==> src/rtl/tohost_exit_monitor.sv <==
// Snoops 32-bit writes into the 64-bit tohost mailbox, decodes the exit protocol,
// and drives harness pass/fail, an exit code, a reason and an idle-write watchdog.
//
// state | meaning
// RUN   | collecting tohost words, watchdog counting idle cycles
// EVAL  | one cycle decoding the captured command, writes stalled
// PASS  | exit code 0 reported, sticky until reset
// FAIL  | nonzero exit, bad command or watchdog timeout, sticky until reset
module tohost_exit_monitor #(
    parameter int                ADDR_W          = 32,
    parameter logic [ADDR_W-1:0] TOHOST_ADDR     = 32'h8000_1000,
    parameter logic [31:0]       WATCHDOG_CYCLES = 32'd0
) (
    input  logic              clock,
    input  logic              reset,
    input  logic              io_wr_valid,
    output logic              io_wr_ready,
    input  logic [ADDR_W-1:0] io_wr_addr,
    input  logic [31:0]       io_wr_data,
    input  logic [3:0]        io_wr_mask,
    output logic              io_success,
    output logic              io_failure,
    output logic [31:0]       io_exit_code,
    output logic [1:0]        io_reason
);

    typedef enum logic [1:0] {RUN, EVAL, PASS, FAIL} state_t;

    localparam logic [ADDR_W-1:0] HI_ADDR = TOHOST_ADDR + ADDR_W'(4);
    localparam bit                WD_EN   = (WATCHDOG_CYCLES != 32'd0);

    state_t      state_q, state_d;
    logic [31:0] lo_q, lo_d;
    logic [31:0] hi_q, hi_d;
    logic [63:0] cmd_q, cmd_d;
    logic [31:0] wd_q, wd_d;
    logic [31:0] code_q, code_d;
    logic [1:0]  reason_q, reason_d;
    logic [ADDR_W-1:0] word_addr;
    logic        accept;

    function automatic logic [31:0] merge(input logic [31:0] old_word,
                                          input logic [31:0] data,
                                          input logic [3:0]  mask);
        logic [31:0] res;
        res = old_word;
        for (int i = 0; i < 4; i++) begin
            if (mask[i]) res[8*i +: 8] = data[8*i +: 8];
        end
        return res;
    endfunction

    always_ff @(posedge clock or posedge reset) begin
        if (reset) begin
            state_q  <= RUN;
            lo_q     <= '0;
            hi_q     <= '0;
            cmd_q    <= '0;
            wd_q     <= '0;
            code_q   <= '0;
            reason_q <= '0;
        end else begin
            state_q  <= state_d;
            lo_q     <= lo_d;
            hi_q     <= hi_d;
            cmd_q    <= cmd_d;
            wd_q     <= wd_d;
            code_q   <= code_d;
            reason_q <= reason_d;
        end
    end

    assign word_addr = io_wr_addr & ~ADDR_W'(3);
    assign accept    = io_wr_valid && io_wr_ready;

    always_comb begin
        state_d  = state_q;
        lo_d     = lo_q;
        hi_d     = hi_q;
        cmd_d    = cmd_q;
        wd_d     = wd_q;
        code_d   = code_q;
        reason_d = reason_q;
        case (state_q)
            RUN: begin
                if (accept) begin
                    wd_d = '0;
                    if (word_addr == TOHOST_ADDR) begin
                        lo_d = merge(lo_q, io_wr_data, io_wr_mask);
                    end else if (word_addr == HI_ADDR) begin
                        hi_d    = merge(hi_q, io_wr_data, io_wr_mask);
                        cmd_d   = {hi_d, lo_q};
                        state_d = EVAL;
                    end
                end else if (WD_EN) begin
                    // Saturates at the limit because FAIL freezes the counter.
                    wd_d = wd_q + 32'd1;
                    if (wd_d == WATCHDOG_CYCLES) begin
                        state_d  = FAIL;
                        reason_d = 2'd3;
                        code_d   = '0;
                    end
                end
            end
            EVAL: begin
                wd_d = '0;
                if (cmd_q == 64'd0) begin
                    state_d = RUN;
                    lo_d    = '0;
                    hi_d    = '0;
                end else begin
                    code_d = cmd_q[32:1];
                    if (!cmd_q[0]) begin
                        state_d  = FAIL;
                        reason_d = 2'd2;
                    end else if (cmd_q[32:1] == 32'd0) begin
                        state_d  = PASS;
                        reason_d = 2'd0;
                    end else begin
                        state_d  = FAIL;
                        reason_d = 2'd1;
                    end
                end
            end
            default: ;
        endcase
    end

    assign io_wr_ready  = (state_q != EVAL);
    assign io_success   = (state_q == PASS);
    assign io_failure   = (state_q == FAIL);
    assign io_exit_code = code_q;
    assign io_reason    = reason_q;

endmodule

==> config.mk <==
export PLATFORM = sky130hd
export DESIGN_NAME = tohost_exit_monitor
export DESIGN_NICKNAME = d
export VERILOG_FILES = /design/src/rtl/tohost_exit_monitor.sv
export SDC_FILE = /design/constraint.sdc
export NUM_CORES = 1
export LEC_CHECK = 0
export CORE_MARGIN = 2
export CORE_UTILIZATION = 53
export DETAILED_ROUTE_END_ITERATION = 8
export PLACE_DENSITY = 0.86
export SLEW_MARGIN = 20
export SYNTH_ARGS = -nofsm -noshare
export SYNTH_HDL_FRONTEND = slang
export SYNTH_SLANG_ARGS = --single-unit
==> constraint.sdc <==
create_clock -name clock -period 10.1 [get_ports clock]
set_input_delay 1.515 -clock clock [delete_from_list [all_inputs] [get_ports clock]]
set_output_delay 1.515 -clock clock [all_outputs]
set_load 0.01 [all_outputs]
==> results of run 1 <==
==> registers in the layout, indices dropped and copies added (netlist names) <==
register and count:
cmd_q 64, hi_q 32, io_exit_code 32, lo_q 32
io_reason 2, state_q 2
==> report_power, final <==
group	leakage, nW	internal (mW)	switching (mW)
registers	2.29	0.722	0.0483
logic	1.44	0.0797	0.0869
clock network	0.307	0.420	0.255
total	4.04	1.22	0.391
==> Yosys cell counts (all sizes together) <==
| library cell | number | area share, % |
|---|---|---|
| a21bo | 1 | 0.14 |
| nor2b | 3 | 0.26 |
| nand2 | 194 | 10 |
| and4 | 6 | 0.74 |
| and3 | 2 | 0.18 |
| buf | 29 | 2.8 |
| mux2i | 32 | 4.5 |
| nor4 | 20 | 1.8 |
| mux2 | 32 | 5.1 |
| o21ai | 74 | 5.2 |
| clkbuf | 19 | 1.0 |
| nor3b | 3 | 0.32 |
| or3 | 1 | 0.088 |
| nor3 | 1 | 0.070 |
| nor2 | 7 | 0.37 |
| dfrtp | 164 | 58 |
| a32oi | 40 | 4.9 |
| and4bb | 1 | 0.18 |
| nor4b | 3 | 0.37 |
| nand3 | 5 | 0.35 |
| a41o | 1 | 0.14 |
| a31oi | 1 | 0.088 |
| and2 | 4 | 0.35 |
| o2bb2ai | 24 | 2.9 |
| a21o | 1 | 0.11 |
| nand4 | 1 | 0.088 |
| nand2b | 1 | 0.088 |
| inv | 2 | 0.11 |
==> cell families (layout without fill, tap and decap cells) <==
family / after synthesis / after routing / share of synthesized area [%]
compound gates: 142 / 142 / 13.54
mux: 64 / 64 / 9.551
flops: 164 / 164 / 57.58
simple gates: 252 / 252 / 15.41
buf+inv: 50 / 143 / 3.915
==> tightest hold or removal path: cells and delay by family, from the launching register on <==
| kind | cells | cell delay [ns] |
|---|---|---|
| flops | 1 | 0.34 |
| simple gates | 2 | 0.11 |
==> cell type report <==
class	instances	area, µm²
clock inverter	13	178.9
clock buffer	19	442.9
multi-input combinational	458	2764
fill	931	4383
timing repair buffer	109	1085
sequential	164	4104
tap	176	220.2
inverter	2	12.51
==> metal layers <==
| metal | share of wire (%) | wire (µm) | GRT usage [%] |
|---|---|---|---|
| met1 | 41 | 6885 | 32.78 |
| met2 | 48 | 8170 | 38.99 |
| met3 | 7.8 | 1312 | 5.656 |
| met4 | 3.1 | 515 | 10.66 |
| met5 | 0 | 0 | 0 |
==> final timing paths <==
| kind | start | to | slack (ns) | cells past startpoint |
|---|---|---|---|---|
| max | io_wr_addr[15] | cmd_q[50]$_DFFE_PP0P_ | 6.48 | 7 |
| min | lo_q[24]$_DFFE_PP0P_ | cmd_q[24]$_DFFE_PP0P_ | 0.48 | 2 |
| max reg2reg | state_q[0]$_DFFE_PP0P_ | cmd_q[50]$_DFFE_PP0P_ | 7.40 | 6 |
| min reg2reg | lo_q[24]$_DFFE_PP0P_ | cmd_q[24]$_DFFE_PP0P_ | 0.48 | 2 |
| max in group asynchronous | reset | io_exit_code[23]$_DFFE_PP0P_ | 7.33 | 3 |
| min in group asynchronous | reset | cmd_q[4]$_DFFE_PP0P_ | 1.60 | 2 |
==> impl_metrics.env, run 1 <==
export IMPL_insertion_delay_ns=0.42
export IMPL_post_cts_resized=0
export IMPL_synth_area_per_cell_um2=10.61
export IMPL_post_drt_wl_per_cell_um=17.94
export IMPL_p_per_area_mw_per_mm2=183.0
export IMPL_dieArea_mm2=0.01439
export IMPL_ir_drop_mv=0.1377
export IMPL_path_buf_inv=2
export IMPL_synthToLayoutAreaGrowth_pct=23.58
export IMPL_vias=5645
export IMPL_start_kind="primary input"
export IMPL_fin_skew_ns=0.004942
export IMPL_maxCapViolations=0
export IMPL_power_leakage_nw=4.043
export IMPL_antenna_left=0
export IMPL_end_kind="flop"
export IMPL_clockBufferDepth=2
export IMPL_numCtsBuffers=17
export IMPL_setup_violations=0
export IMPL_rows=42
export IMPL_max_freq_mhz=275.9
export IMPL_hold_buffers=0
export IMPL_fin_hold_ws_ns=0.4757
export IMPL_fin_area_mm2=0.008807
export IMPL_dp_cells=909
export IMPL_clockRootBuffer="clkbuf_16"
export IMPL_drc_errors=0
export IMPL_track_usage_pct=24.65
export IMPL_fin_nets=823
export IMPL_syn_area_mm2=0.007127
export IMPL_ys_ff_latch=164
export IMPL_grt_max_degree=104
export IMPL_wirelength_mm=16.88
export IMPL_report_final_hold_viol_count=0
export IMPL_ys_warn_count=0
export IMPL_tightest_slew_ns=0.9402
export IMPL_viasPerCell=5.999
export IMPL_postCtsSetupBuffers=0
export IMPL_grt_pass1_vias=5669
export IMPL_fin_crit_sh_pct=35.89
export IMPL_status="completed"
export IMPL_port_buffers=105
export IMPL_drtIter0Drc=438
export IMPL_path_max_fanout=103
export IMPL_finalPower_mw=1.612
export IMPL_antennaDiodeCount=0
export IMPL_pre_cts_slack_ns=5.792
export IMPL_io_pins=108
export IMPL_slowest_delay_ns=0.50
export IMPL_synth_cells=672
export IMPL_antenna_found_initial=0
export IMPL_fin_crit_ns=3.625
export IMPL_start_util_pct=54.03
export IMPL_drive_above_1_share_pct=7.190
export IMPL_cts_sinks=164
export IMPL_cp_top_family="simple AND/OR/NAND/NOR gates"
export IMPL_h_tree_depth=4
export IMPL_cts_reportedPaths_clkPinSlew_ns=0.06
export IMPL_yosysUniqueCellTypes=33
export IMPL_rsz0062_at_grt="false"
export IMPL_fin_cells=941
export IMPL_required_ns=10.35
export IMPL_crit_type="primary input to flop"
export IMPL_drt_first_pass_iters=5
export IMPL_layout_commonest_cell="nand2_1"
export IMPL_synth_seq_area_share_pct=57.58
export IMPL_final_cell_mix="194 x nand2_1, 164 x dfrtp_1, 105 x clkdlybuf4s50_1"
export IMPL_setup_ws_ns=6.475
export IMPL_cts_tree="done"
export IMPL_timing_setup_tns_ns=0
export IMPL_worst_endpoint_arrival_ns=3.87
export IMPL_slew_headroom_pct=37.32
export IMPL_hp_class="flop to flop"
export IMPL_core_mm2=0.01319
export IMPL_die_h_um=120.0
export IMPL_slowest_stage="buf_4"
export IMPL_utilization_pct=66.77
export IMPL_grt_overflow_total=0
export IMPL_worstPathCellList="clkdlybuf4s50_1 -> nor4b_1 -> and4_1 -> nand3_4 -> buf_4 -> nand2_1 -> o21ai_0"
export IMPL_slew_viol_final=0
export IMPL_dp_hpwl_mm=11.10
export IMPL_gp_congestion=0.8245
export IMPL_grt_pass1_wl_mm=27.97
export IMPL_placed_cell_area_mm2=0.008178
export IMPL_die_w_um=120.0
export IMPL_synth_nets=743
Note: power is estimated with default switching activity, not from simulation.
==> run 2: changes to the inputs <==
clock period = 3.6 ns   (was 10.1 ns; I/O delays follow)
==> run 2 against run 1 <==
Sequential share of layout area fell by 0.32 points. Sequential cell count did not move. Non-clock buffer count rose by 5. Critical path depth fell by 1. Clock skew rose by 0.0021 ns. Critical path type is now flop to flop. Largest power group unchanged.
==> impl_metrics.env, run 2 (same netlist as run 1, synthesis figures left out) <==
export IMPL_fin_crit_ns=2.647
export IMPL_gp_congestion=0.8083
export IMPL_ir_drop_mv=0.3374
export IMPL_worstHoldStart="lo_q[9]$_DFFE_PP0P_"
export IMPL_reg2reg_slack_ns=0.95
export IMPL_r2r_start="cmd_q[19]$_DFFE_PP0P_"
export IMPL_final_cell_mix="194 x nand2_1, 164 x dfrtp_1, 105 x clkdlybuf4s50_1"
export IMPL_status="completed"
export IMPL_port_buffers=105
export IMPL_fin_nets=828
export IMPL_grt_max_degree=79
export IMPL_post_cts_resized=0
export IMPL_fin_crit_sh_pct=73.54
export IMPL_hold_depth=2
export IMPL_drtIter0Drc=563
export IMPL_die_h_um=120.0
export IMPL_start_util_pct=54.03
export IMPL_rsz0062_at_grt="false"
export IMPL_io_pins=108
export IMPL_maxCapViolations=0
export IMPL_report_final_hold_viol_count=0
export IMPL_placed_cell_area_mm2=0.008252
export IMPL_reg2reg_depth=6
export IMPL_viasPerCell=5.953
export IMPL_end_kind="flop"
export IMPL_largest_register="cmd_q"
export IMPL_wirelength_mm=16.49
export IMPL_crit_type="flop to flop"
export IMPL_clockRootBuffer="clkbuf_16"
export IMPL_layout_commonest_cell="nand2_1"
export IMPL_hp_class="flop to flop"
export IMPL_start_kind="flop"
export IMPL_timing_setup_tns_ns=0
export IMPL_finalPower_mw=4.475
export IMPL_clockBufferDepth=2
export IMPL_track_usage_pct=24.36
export IMPL_rr_endpoint="hi_q[20]$_DFFE_PP0P_"
export IMPL_postCtsSetupBuffers=0
export IMPL_grt_overflow_total=0
export IMPL_largest_register_ff_count=64
export IMPL_cts_reportedPaths_clkPinSlew_ns=0.07
export IMPL_cts_sinks=164
export IMPL_cts_tree="done"
export IMPL_fill_cells=898
export IMPL_multi_input_area_mm2=0.002760
export IMPL_max_freq_mhz=377.7
export IMPL_register_area_mm2=0.004104
export IMPL_fin_area_mm2=0.008869
export IMPL_h_tree_depth=4
export IMPL_setup_ws_ns=0.9527
export IMPL_pre_cts_slack_ns=0.7369
export IMPL_hold_end="cmd_q[9]$_DFFE_PP0P_"
export IMPL_required_ns=3.88
export IMPL_fin_skew_ns=0.007058
export IMPL_setup_violations=0
export IMPL_numCtsBuffers=17
export IMPL_drive_above_1_share_pct=7.922
export IMPL_antenna_found_initial=0
export IMPL_grt_pass1_vias=5577
export IMPL_vias=5632
export IMPL_tightest_slew_ns=0.8173
export IMPL_antenna_left=0
export IMPL_path_max_fanout=48
export IMPL_post_drt_wl_per_cell_um=17.43
export IMPL_hold_buffers=0
export IMPL_drc_errors=0
export IMPL_dp_hpwl_mm=11.12
export IMPL_drt_first_pass_iters=6
export IMPL_p_per_area_mw_per_mm2=504.6
export IMPL_power_leakage_nw=4.057
export IMPL_rows=42
export IMPL_grt_pass1_wl_mm=27.42
export IMPL_dieArea_mm2=0.01439
export IMPL_antennaDiodeCount=0
export IMPL_die_w_um=120.0
export IMPL_slew_viol_final=0
export IMPL_core_mm2=0.01319
export IMPL_synthToLayoutAreaGrowth_pct=24.44
export IMPL_insertion_delay_ns=0.43
export IMPL_slew_headroom_pct=45.34
export IMPL_worst_endpoint_arrival_ns=2.93
run 2: cell count changes in the layout (fill, tap and decap cells not counted), sizes merged:
cell	delta
clkbuf	-1
clkinv	-2
clkinvlp	+4
buf	+5
bufinv	-1
run 2: per-layer routing:
layer	track usage, %	wire [µm]	part of all wire, %	up-vias
li1	-	-	-	2579
met1	31.69	6747	41	2776
met2	39.99	8237	50	238
met3	4.895	1047	6.3	39
met4	10.29	458	2.8	0
met5	0	0	0	-
run 2: metrics by stage:
stage | utilization (%) | cells | hold WS (ns)
finish | 67.24 | 946 | 0.4752
global route | 67.24 | 946 | 0.4976
CTS | 67.24 | 946 | 0.4739
detailed placement | 62.56 | 914 | 0.4569
global placement | 62.56 | 914 | 0.4584
floorplan | - | 672 | 0.4456
run 2: how the worst max path moves through the flow:
stage / from / to / slack [ns]
2_1_floorplan: reset / cmd_q[0]$_DFFE_PP0P_ / 0.98
3_3_place_gp: io_wr_addr[21] / hi_q[22]$_DFFE_PP0P_ / 0.92
3_5_place_dp: io_wr_addr[21] / hi_q[1]$_DFFE_PP0P_ / 0.74
4_1_cts: cmd_q[24]$_DFFE_PP0P_ / hi_q[20]$_DFFE_PP0P_ / 1.01
5_1_grt: cmd_q[24]$_DFFE_PP0P_ / hi_q[30]$_DFFE_PP0P_ / 0.80
6_report: cmd_q[19]$_DFFE_PP0P_ / hi_q[20]$_DFFE_PP0P_ / 0.95
run 2: area by class of cell:
class	instances	area share (%)
Timing Repair Buffer	114	13.04
Tap cell	176	2.483
Clock buffer	18	4.952
Multi-Input combinational cell	458	31.12
Clock inverter	14	2.003
Sequential cell	164	46.28
Inverter	2	0.1270
run 2: worst max-delay path: stages, from the launching register on:
cell     delay, ns
dfrtp_1       0.40
nor4_1        0.47
and4_1        0.40
nand4_1       0.21
nor2_2        0.33
buf_4         0.50
o21ai_0       0.18
run 2: report_power, final:
group          switching, mW  internal (mW)  leakage (nW)  total, mW
sequential             0.133           2.02          2.29       2.16
clock                  0.737           1.12         0.290       1.85
combinational          0.237          0.228          1.48      0.466
total                   1.11           3.37          4.06       4.48
==> run 3: changes to the inputs <==
CORE_UTILIZATION = 49   (was 53)
PLACE_DENSITY = 0.83   (was 0.86)
clock period = 2.4 ns   (was 3.6 ns; I/O delays follow)
==> run 3 against run 2 <==
Cell count grew 1.8%. Clock skew grew 0.0010 ns. Worst hold slack lost 0.040 ns. Global-route usage shrank 1.8 points. Register-to-register slack lost 0.64 ns. Non-clock buffer count grew 12. Via count grew 0.27%. First-iteration DRC count shrank 8.9%. Die area grew 7.9%. Sequential cell count is the same. Count of clock-buffer cells in the layout grew 2. Largest cell class unchanged.
==> impl_metrics.env, run 3 (same netlist as run 1, synthesis figures left out) <==
export IMPL_antennaDiodeCount=0
export IMPL_status="completed"
export IMPL_rsz0062_at_grt="false"
export IMPL_start_util_pct=49.60
export IMPL_drc_errors=0
export IMPL_post_cts_resized=0
export IMPL_numCtsBuffers=17
export IMPL_crit_type="flop to output port"
export IMPL_slowest_delay_ns=0.59
export IMPL_cts_tree="done"
export IMPL_die_h_um=124.6
export IMPL_wirelength_mm=17.13
export IMPL_power_leakage_nw=4.152
export IMPL_dp_cells=934
export IMPL_layout_commonest_cell="nand2_1"
export IMPL_switchingPower_mw=1.599
export IMPL_largest_register_ff_count=64
export IMPL_ir_drop_mv=0.5088
export IMPL_netSwitchingFraction_pct=23.55
export IMPL_drt_first_pass_iters=5
export IMPL_grt_pass1_vias=5567
export IMPL_largest_register="cmd_q"
export IMPL_fin_nets=840
export IMPL_port_buffers=105
export IMPL_fin_hold_ws_ns=0.4349
export IMPL_pre_cts_slack_ns=0.09318
export IMPL_path_buf_inv=1
export IMPL_antenna_left=0
export IMPL_grt_pass1_wl_mm=28.34
export IMPL_cts_sinks=164
export IMPL_cp_top_family="buffers and inverters"
export IMPL_max_freq_mhz=458.8
export IMPL_antenna_found_initial=0
export IMPL_grt_max_degree=95
export IMPL_clockRootBuffer="clkbuf_16"
export IMPL_fin_skew_ns=0.008103
export IMPL_worst_endpoint_arrival_ns=1.82
export IMPL_combPwrFrac_pct=10.5
export IMPL_slew_headroom_pct=62.15
export IMPL_p_per_area_mw_per_mm2=751.1
export IMPL_cp_depth=2
export IMPL_clockBufferDepth=2
export IMPL_viasPerCell=5.864
export IMPL_setup_ws_ns=0.2206
export IMPL_hold_buffers=0
export IMPL_multi_input_area_mm2=0.002760
export IMPL_vias=5647
export IMPL_end_kind="output port"
export IMPL_synthToLayoutAreaGrowth_pct=26.79
export IMPL_insertion_delay_ns=0.42
export IMPL_maxCapViolations=0
export IMPL_io_pins=108
export IMPL_h_tree_depth=4
export IMPL_pwr_share_clk_pct=41.8
export IMPL_track_usage_pct=22.59
export IMPL_r2r_start="cmd_q[3]$_DFFE_PP0P_"
export IMPL_cp_endpoint="io_wr_ready"
export IMPL_tightest_slew_ns=0.5657
export IMPL_gp_congestion=0.8674
export IMPL_dp_hpwl_mm=11.64
export IMPL_fin_cells=963
export IMPL_core_mm2=0.01437
export IMPL_die_w_um=124.6
export IMPL_slowest_stage="clkdlybuf4s50_1"
export IMPL_drive_above_1_share_pct=9.114
export IMPL_path_max_fanout=18
export IMPL_fill_cells=1046
export IMPL_register_area_mm2=0.004105
export IMPL_start_kind="flop"
export IMPL_rows=44
export IMPL_postCtsSetupBuffers=0
export IMPL_fin_crit_sh_pct=90.81
export IMPL_post_drt_wl_per_cell_um=17.79
export IMPL_p_int_mw=5.189
export IMPL_fin_crit_ns=2.179
export IMPL_slew_viol_final=0
export IMPL_reg2reg_slack_ns=0.31
export IMPL_report_final_hold_viol_count=0
export IMPL_reg2reg_depth=6
export IMPL_rr_endpoint="state_q[0]$_DFFE_PP0P_"
export IMPL_worstPathCellList="nand2b_1 -> clkdlybuf4s50_1"
export IMPL_cts_reportedPaths_clkPinSlew_ns=0.06
export IMPL_hp_class="primary input to asynchronous set/reset pin"
export IMPL_drtIter0Drc=513
export IMPL_grt_overflow_total=0
export IMPL_final_cell_mix="194 x nand2_1, 163 x dfrtp_1, 105 x clkdlybuf4s50_1"
export IMPL_setup_violations=0
export IMPL_dieArea_mm2=0.01553
export IMPL_p_seq_share_pct=47.7
export IMPL_required_ns=2.04
export IMPL_worstSetupStartpoint="state_q[1]$_DFFE_PP0P_"
## run 3: cell types whose count changed in the layout (fill, tap and decap cells not counted), sizes merged
cell	before	now
buf	9	21
bufinv	3	4
clkbuf	18	20
clkinv	4	3
clkinvlp	5	3
inv	4	1
## run 3: worst min path at each step
stage	from	end	slack [ns]
after floorplan	lo_q[10]$_DFFE_PP0P_	cmd_q[10]$_DFFE_PP0P_	0.45
after global placement	cmd_q[43]$_DFFE_PP0P_	cmd_q[43]$_DFFE_PP0P_	0.46
after detailed placement	lo_q[29]$_DFFE_PP0P_	cmd_q[29]$_DFFE_PP0P_	0.47
after CTS	reset	cmd_q[25]$_DFFE_PP0P_	0.45
after global routing	reset	cmd_q[16]$_DFFE_PP0P_	0.47
final	reset	cmd_q[16]$_DFFE_PP0P_	0.43
## run 3: final cells by class
| type | count | area share, % |
|---|---|---|
| clock inverters | 9 | 1.703 |
| well taps | 184 | 2.548 |
| flip-flops and latches | 164 | 45.43 |
| repair buffers | 126 | 14.48 |
| multi-input cells | 458 | 30.55 |
| clock buffers | 20 | 5.165 |
| inverters | 2 | 0.1246 |
## run 3: metal layers
metal / track usage, % / wire, µm
met1: 29.64 / 7160
met2: 36.71 / 8364
met3: 5.155 / 1124
met4: 8.923 / 482
met5: 0 / 0
## run 3: worst reg2reg max path: cells and delay by family (launching register included)
family	cells	cell delay (ns)
AOI/OAI and AO/OA	2	0.31
buffers and inverters	1	0.22
DFF	1	0.40
and+or+nand+nor	3	1.05
## run 3: stage by stage
| stage | TNS, ns | utilization, % | area, µm² | power (mW) |
|---|---|---|---|---|
| after floorplan | -7.346 | - | 7131 | 3.675 |
| after global placement | 0 | 58.56 | 8414 | 3.912 |
| after detailed placement | 0 | 58.56 | 8414 | 3.986 |
| after CTS | 0 | 62.88 | 9035 | 6.807 |
| after global routing | 0 | 62.89 | 9036 | 7.054 |
| final | 0 | 62.89 | 9036 | 6.788 |
## run 3: power by group through the flow
stage               combinational, mW  sequential, mW  clock (mW)
floorplan                       0.445            3.23           0
global placement                0.659            3.25           0
detailed placement              0.708            3.28           0
CTS                             0.717            3.23        2.86
global route                    0.806            3.27        2.98
finish                          0.712            3.24        2.84
